==> src/rtl/prog_counter_pkg.sv <==
// Shared types and constants for the programmable counter/timer.
package prog_counter_pkg;

  typedef enum logic [1:0] {
    MODE_UP      = 2'b00,
    MODE_DOWN    = 2'b01,
    MODE_PING    = 2'b10,
    MODE_ONESHOT = 2'b11
  } mode_e;

  // CTRL register bit positions
  localparam int unsigned CTRL_RUN     = 0;
  localparam int unsigned CTRL_MODE_LO = 1;
  localparam int unsigned CTRL_MODE_HI = 2;
  localparam int unsigned CTRL_LOAD    = 3;
  localparam int unsigned CTRL_CLR     = 4;

  // Config register addresses
  localparam logic [1:0] ADDR_CTRL     = 2'd0;
  localparam logic [1:0] ADDR_PRESCALE = 2'd1;
  localparam logic [1:0] ADDR_LIMIT    = 2'd2;
  localparam logic [1:0] ADDR_LOADBUF  = 2'd3;

  // Limit after reset; truncated to the counter width at use
  localparam logic [31:0] RST_LIMIT = 32'hFFFF_FFFF;

endpackage

==> src/rtl/prog_counter_timer_if.sv <==
// Config port and status outputs of the counter/timer.
interface prog_counter_timer_if #(
  parameter int unsigned WIDTH = 16
);
  logic             ena;
  logic             cfg_we;
  logic [1:0]       cfg_addr;
  logic [7:0]       cfg_wdata;
  logic [WIDTH-1:0] count_o;
  logic             dir_o;
  logic             wrap_o;
  logic             done_o;
  logic             run_o;

  modport master (
    output ena, cfg_we, cfg_addr, cfg_wdata,
    input  count_o, dir_o, wrap_o, done_o, run_o
  );

  modport slave (
    input  ena, cfg_we, cfg_addr, cfg_wdata,
    output count_o, dir_o, wrap_o, done_o, run_o
  );
endinterface

==> src/rtl/tick_prescaler.sv <==
// Divides enabled cycles by (prescale+1) into a single-cycle tick.
module tick_prescaler #(
  parameter int unsigned PRE_W = 8
) (
  input  logic             clk,
  input  logic             rst_n,
  input  logic             en,
  input  logic             clr,
  input  logic [PRE_W-1:0] prescale,
  output logic             tick
);

  logic [PRE_W-1:0] pre_cnt;

  assign tick = en && (pre_cnt == prescale);

  // Prescale counter: restarts on terminal, on clear, holds when disabled
  always_ff @(posedge clk or negedge rst_n) begin
    if (!rst_n) begin
      pre_cnt <= '0;
    end else if (clr || tick) begin
      pre_cnt <= '0;
    end else if (en) begin
      pre_cnt <= pre_cnt + PRE_W'(1);
    end
  end

endmodule

==> src/rtl/prog_counter_timer.sv <==
// Programmable counter/timer with byte-serial config and wrap/done status.
module prog_counter_timer
  import prog_counter_pkg::*;
#(
  parameter int unsigned WIDTH = 16,
  parameter int unsigned PRE_W = 8
) (
  input  logic                 clk,
  input  logic                 rst_n,
  prog_counter_timer_if.slave  bus
);

  if ((WIDTH % 8 != 0) || (WIDTH < 8) || (WIDTH > 32)) begin : g_bad_width
    $error("prog_counter_timer: WIDTH must be a multiple of 8 in 8..32");
  end
  if (PRE_W != 8) begin : g_bad_pre_w
    $error("prog_counter_timer: PRE_W must be 8");
  end

  // State encoding is {done, run} so both status outputs come straight from flops
  localparam logic [1:0] S_IDLE = 2'b00;
  localparam logic [1:0] S_RUN  = 2'b01;
  localparam logic [1:0] S_DONE = 2'b10;

  logic [1:0]       state_q,    state_d;
  mode_e            mode_q,     mode_d;
  logic             dir_q,      dir_d;
  logic             wrap_q,     wrap_d;
  logic [WIDTH-1:0] count_q,    count_d;
  logic [WIDTH-1:0] limit_q,    limit_d;
  logic [WIDTH-1:0] loadbuf_q,  loadbuf_d;
  logic [PRE_W-1:0] prescale_q, prescale_d;

  logic tick;
  logic pre_clr_c;

  assign pre_clr_c = bus.cfg_we &&
                     ((bus.cfg_addr == ADDR_PRESCALE) ||
                      ((bus.cfg_addr == ADDR_CTRL) && bus.cfg_wdata[CTRL_CLR]));

  tick_prescaler #(.PRE_W(PRE_W)) u_prescaler (
    .clk      (clk),
    .rst_n    (rst_n),
    .en       (bus.ena && (state_q == S_RUN)),
    .clr      (pre_clr_c),
    .prescale (prescale_q),
    .tick     (tick)
  );

  // State and datapath registers
  always_ff @(posedge clk or negedge rst_n) begin
    if (!rst_n) begin
      state_q    <= S_IDLE;
      mode_q     <= MODE_UP;
      dir_q      <= 1'b0;
      wrap_q     <= 1'b0;
      count_q    <= '0;
      limit_q    <= WIDTH'(RST_LIMIT);
      loadbuf_q  <= '0;
      prescale_q <= '0;
    end else begin
      state_q    <= state_d;
      mode_q     <= mode_d;
      dir_q      <= dir_d;
      wrap_q     <= wrap_d;
      count_q    <= count_d;
      limit_q    <= limit_d;
      loadbuf_q  <= loadbuf_d;
      prescale_q <= prescale_d;
    end
  end

  // Next state: a config write wins over a coincident tick
  always_comb begin
    state_d    = state_q;
    mode_d     = mode_q;
    dir_d      = dir_q;
    wrap_d     = 1'b0;
    count_d    = count_q;
    limit_d    = limit_q;
    loadbuf_d  = loadbuf_q;
    prescale_d = prescale_q;

    if (bus.cfg_we) begin
      case (bus.cfg_addr)
        ADDR_CTRL: begin
          mode_d = mode_e'(bus.cfg_wdata[CTRL_MODE_HI:CTRL_MODE_LO]);
          dir_d  = (mode_d == MODE_DOWN);
          if (bus.cfg_wdata[CTRL_RUN]) begin
            state_d = S_RUN;
          end else if (bus.cfg_wdata[CTRL_CLR] || (state_q == S_RUN)) begin
            state_d = S_IDLE;
          end
          if (bus.cfg_wdata[CTRL_CLR]) begin
            count_d = '0;
            dir_d   = 1'b0;
          end else if (bus.cfg_wdata[CTRL_LOAD]) begin
            count_d = loadbuf_q;
          end
        end
        ADDR_PRESCALE: prescale_d = PRE_W'(bus.cfg_wdata);
        ADDR_LIMIT:    limit_d    = WIDTH'({limit_q, bus.cfg_wdata});
        ADDR_LOADBUF:  loadbuf_d  = WIDTH'({loadbuf_q, bus.cfg_wdata});
        default: ;
      endcase
    end else if (tick) begin
      case (mode_q)
        MODE_UP: begin
          if (count_q >= limit_q) begin
            count_d = '0;
            wrap_d  = 1'b1;
          end else begin
            count_d = count_q + WIDTH'(1);
          end
        end
        MODE_DOWN: begin
          if (count_q == '0) begin
            count_d = limit_q;
            wrap_d  = 1'b1;
          end else if (count_q > limit_q) begin
            count_d = limit_q;
          end else begin
            count_d = count_q - WIDTH'(1);
          end
        end
        MODE_PING: begin
          if (limit_q == '0) begin
            count_d = '0;
            dir_d   = 1'b0;
            wrap_d  = 1'b1;
          end else if (!dir_q) begin
            if (count_q >= limit_q) begin
              count_d = limit_q - WIDTH'(1);
              dir_d   = 1'b1;
              wrap_d  = 1'b1;
            end else begin
              count_d = count_q + WIDTH'(1);
            end
          end else begin
            if (count_q == '0) begin
              count_d = WIDTH'(1);
              dir_d   = 1'b0;
              wrap_d  = 1'b1;
            end else begin
              count_d = count_q - WIDTH'(1);
            end
          end
        end
        MODE_ONESHOT: begin
          if (count_q >= limit_q) begin
            count_d = limit_q;
            state_d = S_DONE;
            wrap_d  = 1'b1;
          end else begin
            count_d = count_q + WIDTH'(1);
          end
        end
        default: ;
      endcase
    end
  end

  assign bus.count_o = count_q;
  assign bus.dir_o   = dir_q;
  assign bus.wrap_o  = wrap_q;
  assign bus.run_o   = state_q[0];
  assign bus.done_o  = state_q[1];

endmodule
==> src/flat_wrapper.sv <==
// flat-port wrapper written by rule: the top's interface ports become plain ports
module prog_counter_timer_flat import prog_counter_pkg::*;
#(
  parameter int unsigned WIDTH = 16,
  parameter int unsigned PRE_W = 8
)
  (clk, rst_n, bus_ena, bus_cfg_we, bus_cfg_addr, bus_cfg_wdata, bus_count_o, bus_dir_o, bus_wrap_o, bus_done_o, bus_run_o);
  prog_counter_timer_if #(.WIDTH(WIDTH)) bus_i ();
  input  logic clk;
  input  logic rst_n;
  input wire logic [$bits(bus_i.ena)-1:0] bus_ena;
  input wire logic [$bits(bus_i.cfg_we)-1:0] bus_cfg_we;
  input wire logic [$bits(bus_i.cfg_addr)-1:0] bus_cfg_addr;
  input wire logic [$bits(bus_i.cfg_wdata)-1:0] bus_cfg_wdata;
  output wire logic [$bits(bus_i.count_o)-1:0] bus_count_o;
  output wire logic [$bits(bus_i.dir_o)-1:0] bus_dir_o;
  output wire logic [$bits(bus_i.wrap_o)-1:0] bus_wrap_o;
  output wire logic [$bits(bus_i.done_o)-1:0] bus_done_o;
  output wire logic [$bits(bus_i.run_o)-1:0] bus_run_o;
  assign bus_i.ena = bus_ena;
  assign bus_i.cfg_we = bus_cfg_we;
  assign bus_i.cfg_addr = bus_cfg_addr;
  assign bus_i.cfg_wdata = bus_cfg_wdata;
  assign bus_count_o = bus_i.count_o;
  assign bus_dir_o = bus_i.dir_o;
  assign bus_wrap_o = bus_i.wrap_o;
  assign bus_done_o = bus_i.done_o;
  assign bus_run_o = bus_i.run_o;
  prog_counter_timer #(.WIDTH(WIDTH), .PRE_W(PRE_W)) u_core (.clk(clk), .rst_n(rst_n), .bus(bus_i));
endmodule
==> config.mk <==
export PLATFORM = sky130hd
export DESIGN_NAME = prog_counter_timer_flat
export DESIGN_NICKNAME = d
export VERILOG_FILES = /design/src/rtl/prog_counter_pkg.sv /design/src/rtl/prog_counter_timer_if.sv /design/src/rtl/tick_prescaler.sv /design/src/rtl/prog_counter_timer.sv /design/src/flat_wrapper.sv
export SDC_FILE = /design/constraint.sdc
export NUM_CORES = 1
export LEC_CHECK = 0
export CAP_MARGIN = 10
export CELL_PAD_IN_SITES_DETAIL_PLACEMENT = 0
export CELL_PAD_IN_SITES_GLOBAL_PLACEMENT = 1
export CORE_ASPECT_RATIO = 1.2
export CORE_UTILIZATION = 50
export DETAILED_ROUTE_END_ITERATION = 8
export HOLD_SLACK_MARGIN = 0.12
export PLACE_DENSITY_LB_ADDON = 0.1
export REMOVE_ABC_BUFFERS = 1
export SETUP_SLACK_MARGIN = 0.4
export SKIP_LAST_GASP = 1
export SLEW_MARGIN = 10
export SYNTH_ARGS = -nofsm -noshare
export SYNTH_HDL_FRONTEND = slang
export SYNTH_SLANG_ARGS = --single-unit
==> constraint.sdc <==
create_clock -name clk -period 6.3 [get_ports clk]
set_input_delay 1.89 -clock clk [delete_from_list [all_inputs] [get_ports clk]]
set_output_delay 1.89 -clock clk [all_outputs]
set_load 0.005 [all_outputs]
==> results.md, run 1 <==
- Outcome: finished clean
- Total negative setup slack: 0 ps
- Worst-path clk slew: 60 ps
- Hold Slack: 529 ps
- Core area: 10500 µm²
- WS Path Type: in2reg
- Tot GR Track Use: 33.6%
- Pre-antenna DRT Iters: 5
- Worst Tran Pin Value: 1130 ps
- Ys async rst share: 100%
- Worst-Skew Late Latency: 340 ps
- Area grow syn2layout: 12.4%
- Met3 routed WL: 1.07 mm
- # port buffers: 33
- Worst hold path class: reg2reg
- Crit path cell chain: clkdlybuf4s50_1 > buf_4 > inv_1 > nor3_1 > o21ai_0 > o21ai_4 > and2_1 > o211ai_1 > a21oi_1 > a221oi_1
- Area leader, netlist: dfrtp_1
- First-pass GRT wire length: 28.6 mm
- WL per Instance: 23.1 µm
- Starting Density: 51.6%
- Rel. slew slack: 24.3%
- Synth Flop Type: dfrtp_1
- Starting DRT DRC Count: 482
- Via density: 6.52
- Die width: 97.1 µm
- Critical path buffer and inverter count: 3
- Fmax: 0.201 GHz
- PwrDens: 403 nW/µm²
- Postcts setup bufs: 0
- Pin count of the biggest net entering global routing: 71
- Count of cell types in the netlist: 64
- Worst Setup SP: bus_cfg_we
- RSZ-0062 raised after global routing: no
- # Max-Cap Violations: 0
- Hpwl dp: 13.1 mm
- Layout Nets: 693
- Tot Pwr: 2.45 mW
- CTS tree: done
- DP Cell Count: 771
- CP max FO: 22
- FP Rows: 41
- Syn Area/Cell: 8.42 µm²
- Setup WS pre-CTS: 1070 ps
- Share of cells above drive strength 1: 13.2%
- Num CTS Buffers: 9
- Reg area: 1770 µm²
- Worst setup SP type: input port
- Max Root-Sink Buffers: 2
- Clock root cell: clkbuf_16
- Fill cell count: 991
- Crit path DAT: 5160 ps
- Commonest non-fill, non-tap cell in the layout: nand2_1
- Peak supply drop: 0.196 mV
- Met1 wire length: 7.44 mm
- Fin crit period: 4960 ps
- H-tree depth: 3
- Met2 WL: 8.56 mm
- Yosys warns: 0
- Fin. Hold Viols: 0
- GPL Wtd Cong: 0.899
- Height of the die: 116 µm
- Area of the multi-input gates: 3330 µm²
- Crit path max-delay family: simple AND/OR/NAND/NOR gates
- #FFs+latches synth: 70
- Routed Antenna Nets: 0
- Overall routed net length: 18.2 mm
- I/O Pins: 34
- Endpoints failing setup: 0
- Critical path's slowest cell: nor3_1
- Slowest stage delay, CP: 660 ps
- Final slew viol count: 0
- Global route total overflow: 0
- Register area share after synthesis: 32.7%
- Top layer in use: met4
- Residual DRC: 0
- CP required: 6490 ps
- Antenna cells: 0
- Hold path start: u_core.limit_q[10]
- DR vias: 5133
- Vias in the first global route: 5126
- Post-synth EDFFs: 0
- Area share of the largest cell type after synthesis: 24.9%
- # resized after CTS: 0
- Final non-filler cell total: 787
- Leak pwr: 2.40 nW
- Critical path endpoint category: register
- Dominant cells by area after synthesis: dfrtp_1 (25%), dfstp_2 (7.8%), mux2_2 (7.1%)
- Initial antenna violation count: 0
- Post-synth design cell area: 5420 µm²
- Final setup margin: 1340 ps
- Die area: 11300 µm²
- Syn Inst Count: 644
- Most frequent cells in the layout: nand2_1 (81), dfrtp_1 (54), nor2_1 (44)
- Crit share post-route: 78.8%
- R2r startpoint: u_core.limit_q[7]
- Clock sinks: 70
- Clock skew after layout: 11.4 ps
- Hold-fix buffers at CTS: 0
[final timing paths]
kind | end | slack, ps | cells after the start
hold reg to reg | u_core.limit_q[10] | 530 | 2
setup reg to reg | u_core.bus.count_o[14] | 2420 | 9
min in group asynchronous | u_core.bus.count_o[15] | 1680 | 1
hold / removal | u_core.limit_q[10] | 530 | 2
setup / recovery | u_core.bus.count_o[7] | 1340 | 10
max in group asynchronous | u_core.loadbuf_q[11] | 4010 | 1
[tightest hold or removal path, cell delays in order, from the launching register on]
cell and delay, ps:
dfstp_2 400, nand2_1 60, o21ai_0 70
[per-stage QoR]
stage          instance area (µm²)  utilization (%)
2_1_floorplan                 5210                -
3_3_place_gp                  5770             54.9
3_5_place_dp                  5770             54.9
4_1_cts                       6090             58.0
5_1_grt                       6090             58.0
6_report                      6090             58.0
[layer usage]
metal	GRT usage, %	up-vias
met5	0	-
met4	21.8	0
met3	5.33	61
met2	57.0	253
met1	40.1	2480
li1	-	2339
[final cells by class]
type                    count  share of cell area [%]
well taps                 129                    2.65
flip-flops and latches     70                    29.1
clock buffers              11                    3.98
clock inverters             5                    1.33
multi-input cells         501                    54.7
inverters                  29                    1.79
repair buffers             42                    6.49
[logic make-up after synthesis]
logic type               after synthesis  share of synthesized area, %
adder cells (fa/ha/maj)               26                          6.00
flip-flops                            70                          32.7
XOR/XNOR                              48                          7.75
multiplexers                          37                          7.61
AND/OR/NAND/NOR                      211                          18.6
AO/OA/AOI/OAI                        179                          21.4
buffers and inverters                 73                          5.93
[sequential cells by signal (all words and copies together) (netlist names)]
| name | count |
|---|---|
| u_core.state_q | 2 |
| u_core.bus.count_o | 16 |
| u_core.prescale_q | 8 |
| u_core.u_prescaler.pre_cnt | 8 |
| u_core.bus.dir_o | 1 |
| u_core.mode_q | 2 |
| u_core.loadbuf_q | 16 |
| u_core.bus.wrap_o | 1 |
| u_core.limit_q | 16 |
[synthesized netlist by cell type (all sizes together), types with 4 or more instances]
library cell and number:
nand2 82, dfrtp 54, o21ai 48, nor2 46, a21oi 43, mux2 34
xnor2 31, inv 29, clkbuf 27, ha 26, nand3 24, buf 17
xor2 17, dfstp 16, o211ai 14, a31oi 13, nor3 12, nand4 11
o22ai 9, a221oi 7, or4 6, a21o 5, nor2b 5, o21a 5
a41oi 4, and3 4, nor4 4, o31ai 4
[power breakdown]
part / leakage, nW / internal (mW) / switching [mW]
clock: 0.156 / 0.358 / 0.202
sequential: 0.837 / 0.572 / 0.230
combinational: 1.41 / 0.460 / 0.632
(Power assumes the default switching activity.)
==> inputs of run 2 (changes only) <==
CORE_UTILIZATION = 42   (was 50)
clock period = 4.2 ns   (was 6.3 ns; I/O delays follow)
==> results.md, run 2 (synthesis gave the netlist of run 1 again) <==
- Final slew viol count: 0 (unchanged)
- Worst-Skew Late Latency: 340 ps (about the same)
- Endpoints failing setup: 0 (unchanged)
- Peak supply drop: 0.278 mV (was 0.196 mV)
- Worst-path clk slew: 60 ps (about the same)
- Fin. Hold Viols: 0 (unchanged)
- # Max-Cap Violations: 0 (unchanged)
- First-pass GRT wire length: 29.3 mm (was 28.6 mm)
- PwrDens: 593 nW/µm² (was 403 nW/µm²)
- Die width: 106 µm (was 97.1 µm)
- Hold-fix buffers at CTS: 0 (unchanged)
- Share of cells above drive strength 1: 15.1% (was 13.2%)
- Layout Nets: 705 (was 693)
- Die area: 13400 µm² (was 11300 µm²)
- Fin crit period: 3550 ps
- DR vias: 5068 (was 5133)
- Critical path buffer and inverter count: 2 (was 3)
- Net Sw Frac: 43.0% (was 43.3%)
- Hpwl dp: 13.3 mm (was 13.1 mm)
- Via density: 6.08 (was 6.52)
- Combinational share of power: 45.8% (was 44.5%)
- Worst hold path class: reg2reg (unchanged)
- Most frequent cells in the layout: nand2_1 (80), dfrtp_1 (54), nor2_1 (44) (was nand2_1 (81), dfrtp_1 (54), nor2_1 (44))
- Hold Slack: 520 ps (was 529 ps)
- Critical path endpoint category: register (unchanged)
- H-tree depth: 3 (unchanged)
- Pre-antenna DRT Iters: 8 (was 5)
- Max Root-Sink Buffers: 2 (unchanged)
- Clock root cell: clkbuf_16 (unchanged)
- Crit path cell chain: clkdlybuf4s50_1 > and3b_1 > nand3_2 > or4_4 > o21ai_4 > and2_1 > buf_4 > o211ai_1 > a21oi_1 > a221oi_1 (was clkdlybuf4s50_1 > buf_4 > inv_1 > nor3_1 > o21ai_0 > o21ai_4 > and2_1 > o211ai_1 > a21oi_1 > a221oi_1)
- Total negative setup slack: 0 ps (unchanged)
- Fmax: 0.282 GHz
- Final core occ: 49.5% (was 58.0%)
- Starting Density: 43.0% (was 51.6%)
- Rel. slew slack: 31.3% (was 24.3%)
- Postcts setup bufs: 0 (unchanged)
- Global route total overflow: 0 (unchanged)
- Worst Tran Pin Value: 1020 ps (was 1130 ps)
- GPL Wtd Cong: 0.922 (was 0.899)
- Commonest non-fill, non-tap cell in the layout: nand2_1 (unchanged)
- I/O Pins: 34 (unchanged)
- Starting DRT DRC Count: 471 (was 482)
- Tot GR Track Use: 29.0% (was 33.6%)
- Area grow syn2layout: 15.0% (was 12.4%)
- RSZ-0062 raised after global routing: no (unchanged)
- Residual DRC: 0 (unchanged)
- Clock skew after layout: 7.87 ps (was 11.4 ps)
- Clock power frac: 22.3% (was 22.8%)
- Pin count of the biggest net entering global routing: 71 (unchanged)
- CTS tree: done (unchanged)
- WL per Instance: 22.0 µm (was 23.1 µm)
- Crit path DAT: 3760 ps (was 5160 ps)
- WS Path Type: in2reg (unchanged)
- Sequential Power Share: 31.9% (was 32.7%)
- Leak pwr: 2.46 nW (was 2.40 nW)
- Routed Antenna Nets: 0 (unchanged)
- Critical path's slowest cell: or4_4 (was nor3_1)
- Outcome: finished clean (unchanged)
- Initial antenna violation count: 0 (unchanged)
- FP Rows: 45 (was 41)
- Final non-filler cell total: 834 (was 787)
- Net Sw Power: 1.59 mW (was 1.06 mW)
- Slowest stage delay, CP: 570 ps (was 660 ps)
- Worst setup SP type: input port (unchanged)
- Crit share post-route: 84.5%
- DP Cell Count: 818 (was 771)
- Internal power: 2.11 mW (was 1.39 mW)
- CP required: 4420 ps (was 6490 ps)
- # resized after CTS: 0 (unchanged)
- Vias in the first global route: 5020 (was 5126)
- # port buffers: 33 (unchanged)
- CP max FO: 6 (was 22)
- Num CTS Buffers: 9 (unchanged)
- Antenna cells: 0 (unchanged)
- Height of the die: 126 µm (was 116 µm)
- Clock sinks: 70 (unchanged)
- Core area: 12600 µm² (was 10500 µm²)
- Crit path max-delay family: simple AND/OR/NAND/NOR gates (unchanged)
- Overall routed net length: 18.4 mm (was 18.2 mm)
==> run 2: worst register-to-register path, delay by kind of cell, from the launching register on <==
family	cells	cell delay, ps
flip-flops	1	610
adder cells (fa/ha/maj)	1	290
AO/OA/AOI/OAI	7	1880
buffers and inverters	2	400
==> run 2: stage by stage <==
stage / setup slack [ps] / instance area (µm²) / power [mW]
6_report: 652 / 6240 / 3.70
5_1_grt: 520 / 6240 / 3.95
4_1_cts: 666 / 6240 / 3.69
3_5_place_dp: 308 / 5920 / 2.86
3_3_place_gp: 359 / 5920 / 2.84
2_1_floorplan: 697 / 5210 / 2.14
==> run 2: final timing paths <==
| path | cells past startpoint | from | endpoint | slack, ps |
|---|---|---|---|---|
| setup / recovery | 10 | bus_ena | u_core.bus.count_o[3] | 650 |
| hold / removal | 2 | u_core.limit_q[13] | u_core.limit_q[13] | 520 |
| setup reg to reg | 10 | u_core.limit_q[9] | u_core.bus.count_o[2] | 910 |
| hold reg to reg | 2 | u_core.limit_q[13] | u_core.limit_q[13] | 520 |
| max in group asynchronous | 1 | rst_n | u_core.prescale_q[0] | 2520 |
| min in group asynchronous | 1 | rst_n | u_core.bus.count_o[12] | 1040 |
==> run 2: final cells by class <==
type | count | area (µm²)
clock buffers | 12 | 267
clock inverters | 4 | 53.8
fillers | 1228 | 6370
inverters | 29 | 109
multi-input cells | 501 | 3340
flip-flops and latches | 70 | 1770
well taps | 164 | 205
repair buffers | 54 | 498
==> run 2: metal layers <==
| layer | vias to the layer above | part of all wire (%) | global-route usage (%) | routed length (µm) |
|---|---|---|---|---|
| met2 | 194 | 47 | 47.9 | 8710 |
| met5 | - | 0 | 0 | 0 |
| met3 | 56 | 5.2 | 3.91 | 951 |
| li1 | 2373 | - | - | - |
| met1 | 2445 | 42 | 37.1 | 7790 |
| met4 | 0 | 4.9 | 15.0 | 906 |
==> run 2: power by group through the flow <==
stage          logic (mW)  clock network (mW)  registers (mW)
3_3_place_gp         1.66                   0            1.18
2_1_floorplan        1.06                   0            1.08
3_5_place_dp         1.68                   0            1.18
6_report             1.69               0.824            1.18
5_1_grt              1.88               0.866            1.21
4_1_cts              1.68               0.840            1.17
==> inputs of run 3 (changes only) <==
CORE_UTILIZATION = 46   (was 42)
clock period = 3.68 ns   (was 4.2 ns; I/O delays follow)
==> results.md, run 3 (synthesis gave the netlist of run 1 again) <==
- Most frequent cells in the layout: nand2_1 (80), dfrtp_1 (54), nor2_1 (43), a21oi_1 (43) (was nand2_1 (80), dfrtp_1 (54), nor2_1 (44))
- Worst-path clk slew: 60 ps (about the same)
- Hpwl dp: 13.6 mm (was 13.3 mm)
- Path depth of the worst reg2reg path: 9 (was 10)
- GPL Wtd Cong: 0.976 (was 0.922)
- CP required: 3910 ps (was 4420 ps)
- Rel. slew slack: 33.0% (was 31.3%)
- Vias in the first global route: 5276 (was 5020)
- Max Root-Sink Buffers: 2 (unchanged)
- Fin. Hold Viols: 0 (unchanged)
- Share of cells above drive strength 1: 17.9% (was 15.1%)
- Num CTS Buffers: 9 (unchanged)
- Starting Density: 47.1% (was 43.0%)
- H-tree depth: 3 (unchanged)
- Worst Tran Pin Value: 1010 ps (was 1020 ps)
- Overall routed net length: 18.4 mm (about the same)
- RSZ-0062 raised after global routing: yes (was no)
- Area grow syn2layout: 17.6% (was 15.0%)
- First-pass GRT wire length: 28.9 mm (was 29.3 mm)
- Pre-antenna DRT Iters: 5 (was 8)
- CTS tree: done (unchanged)
- WL per Instance: 21.7 µm (was 22.0 µm)
- WS Path Type: in2reg (unchanged)
- Leak pwr: 2.56 nW (was 2.46 nW)
- Pin count of the biggest net entering global routing: 71 (unchanged)
- CP max FO: 5 (was 6)
- Commonest non-fill, non-tap cell in the layout: nand2_1 (unchanged)
- Net Sw Power: 1.86 mW (was 1.59 mW)
- R2R Setup Slk: 580 ps (was 910 ps)
- Clock power frac: 20.8% (was 22.3%)
- Fill cell count: 1116 (was 1228)
- Worst setup SP type: input port (unchanged)
- Core area: 11500 µm² (was 12600 µm²)
- Endpoints failing setup: 0 (unchanged)
- Hold endpoint: u_core.limit_q[14] (was u_core.limit_q[13])
- Peak supply drop: 0.326 mV (was 0.278 mV)
- Antenna cells: 0 (unchanged)
- Starting DRT DRC Count: 490 (was 471)
- Fin crit period: 3220 ps
- Sequential Power Share: 28.0% (was 31.9%)
- # Max-Cap Violations: 0 (unchanged)
- Combinational share of power: 51.1% (was 45.8%)
- Initial antenna violation count: 0 (unchanged)
- PwrDens: 678 nW/µm² (was 593 nW/µm²)
- Hold path start: u_core.limit_q[14] (was u_core.limit_q[13])
- I/O Pins: 34 (unchanged)
- Worst reg2reg path endpoint: u_core.bus.count_o[7] (was u_core.bus.count_o[2])
- FP Rows: 43 (was 45)
- Critical path endpoint category: register (unchanged)
- Routed Antenna Nets: 0 (unchanged)
- Internal power: 2.47 mW (was 2.11 mW)
- Hold Slack: 505 ps (was 520 ps)
- Via density: 6.18 (was 6.08)
- Fmax: 0.311 GHz
- Clock sinks: 70 (unchanged)
- DP Cell Count: 828 (was 818)
- Outcome: finished clean (unchanged)
- Layout Nets: 726 (was 705)
- R2r startpoint: u_core.bus.count_o[10] (was u_core.limit_q[9])
- Crit share post-route: 87.4%
- Die width: 101 µm (was 106 µm)
- Clock skew after layout: 10.4 ps (was 7.87 ps)
- Height of the die: 121 µm (was 126 µm)
- DR vias: 5241 (was 5068)
- Worst-Skew Late Latency: 340 ps (about the same)
- Residual DRC: 0 (unchanged)
- Clock root cell: clkbuf_16 (unchanged)
- Crit path DAT: 3440 ps (was 3760 ps)
- Worst hold path class: reg2reg (unchanged)
- Final slew viol count: 0 (unchanged)
- # port buffers: 33 (unchanged)
- Die area: 12200 µm² (was 13400 µm²)
- Global route total overflow: 0 (unchanged)
- Net Sw Frac: 43.0% (about the same)
- Total negative setup slack: 0 ps (unchanged)
- Tot GR Track Use: 32.1% (was 29.0%)
- Final non-filler cell total: 848 (was 834)
- Worst hold stages: 2 (unchanged)
==> run 3: power groups by stage <==
stage / clock [mW] / combinational (mW) / sequential [mW]
2_1_floorplan: 0 / 1.21 / 1.23
3_3_place_gp: 0 / 2.10 / 1.22
3_5_place_dp: 0 / 2.11 / 1.22
4_1_cts: 0.918 / 2.12 / 1.21
5_1_grt: 0.952 / 2.41 / 1.24
6_report: 0.902 / 2.21 / 1.21
==> run 3: what timing repair did <==
action | CTS | global route
pin swaps | 0 | 3
endpoints found under the setup margin | 9 | 13
setup buffers | 0 | 4
gates resized for setup | 1 | 5
hold buffers | 0 | 0
hold endpoints to repair | 0 | 0
cloned | 0 | 0
==> run 3: how the worst max path moves through the flow <==
stage / start / end / slack, ps / depth (start not counted)
2_1_floorplan: bus_ena / u_core.bus.count_o[3] / 330 / 8
3_3_place_gp: bus_ena / u_core.bus.count_o[6] / 220 / 10
3_5_place_dp: bus_ena / u_core.bus.count_o[6] / 170 / 10
4_1_cts: u_core.limit_q[5] / u_core.bus.count_o[14] / 400 / 10
5_1_grt: bus_ena / u_core.bus.count_o[14] / 390 / 9
6_report: bus_ena / u_core.bus.count_o[14] / 460 / 9
==> run 3: metal layers <==
| layer | vias up | global-route usage [%] | part of all wire [%] |
|---|---|---|---|
| met3 | 67 | 5.13 | 6.7 |
| li1 | 2402 | - | - |
| met2 | 242 | 52.5 | 49 |
| met1 | 2530 | 39.7 | 39 |
| met5 | - | 0 | 0 |
| met4 | 0 | 18.7 | 5.2 |
==> run 3: final cells by class <==
class | instances | area [µm²] | share of cell area (%)
clock buffer | 10 | 239 | 3.75
clock inverter | 6 | 67.6 | 1.06
inverter | 29 | 109 | 1.71
multi-input combinational | 501 | 3350 | 52.5
sequential | 70 | 1770 | 27.8
tap | 157 | 196 | 3.08
timing repair buffer | 75 | 647 | 10.1
==> run 3: worst max-delay path, stage by stage <==
cell             delay (ps)
clkdlybuf4s50_1         460
and3b_1                 200
nand3_2                  70
or4_4                   560
o21ai_4                 230
buf_4                   150
nand2_4                  90
a221o_1                 290
o31a_1                  270
==> run 3: metrics by stage <==
stage	cell area, µm²	total power, mW	setup WS (ps)	util (%)
final	6380	4.33	463	55.4
after global routing	6380	4.60	394	55.4
after CTS	6330	4.25	400	55.0
after detailed placement	6020	3.33	166	52.3
after global placement	6020	3.32	218	52.3
after floorplan	5210	2.44	333	-
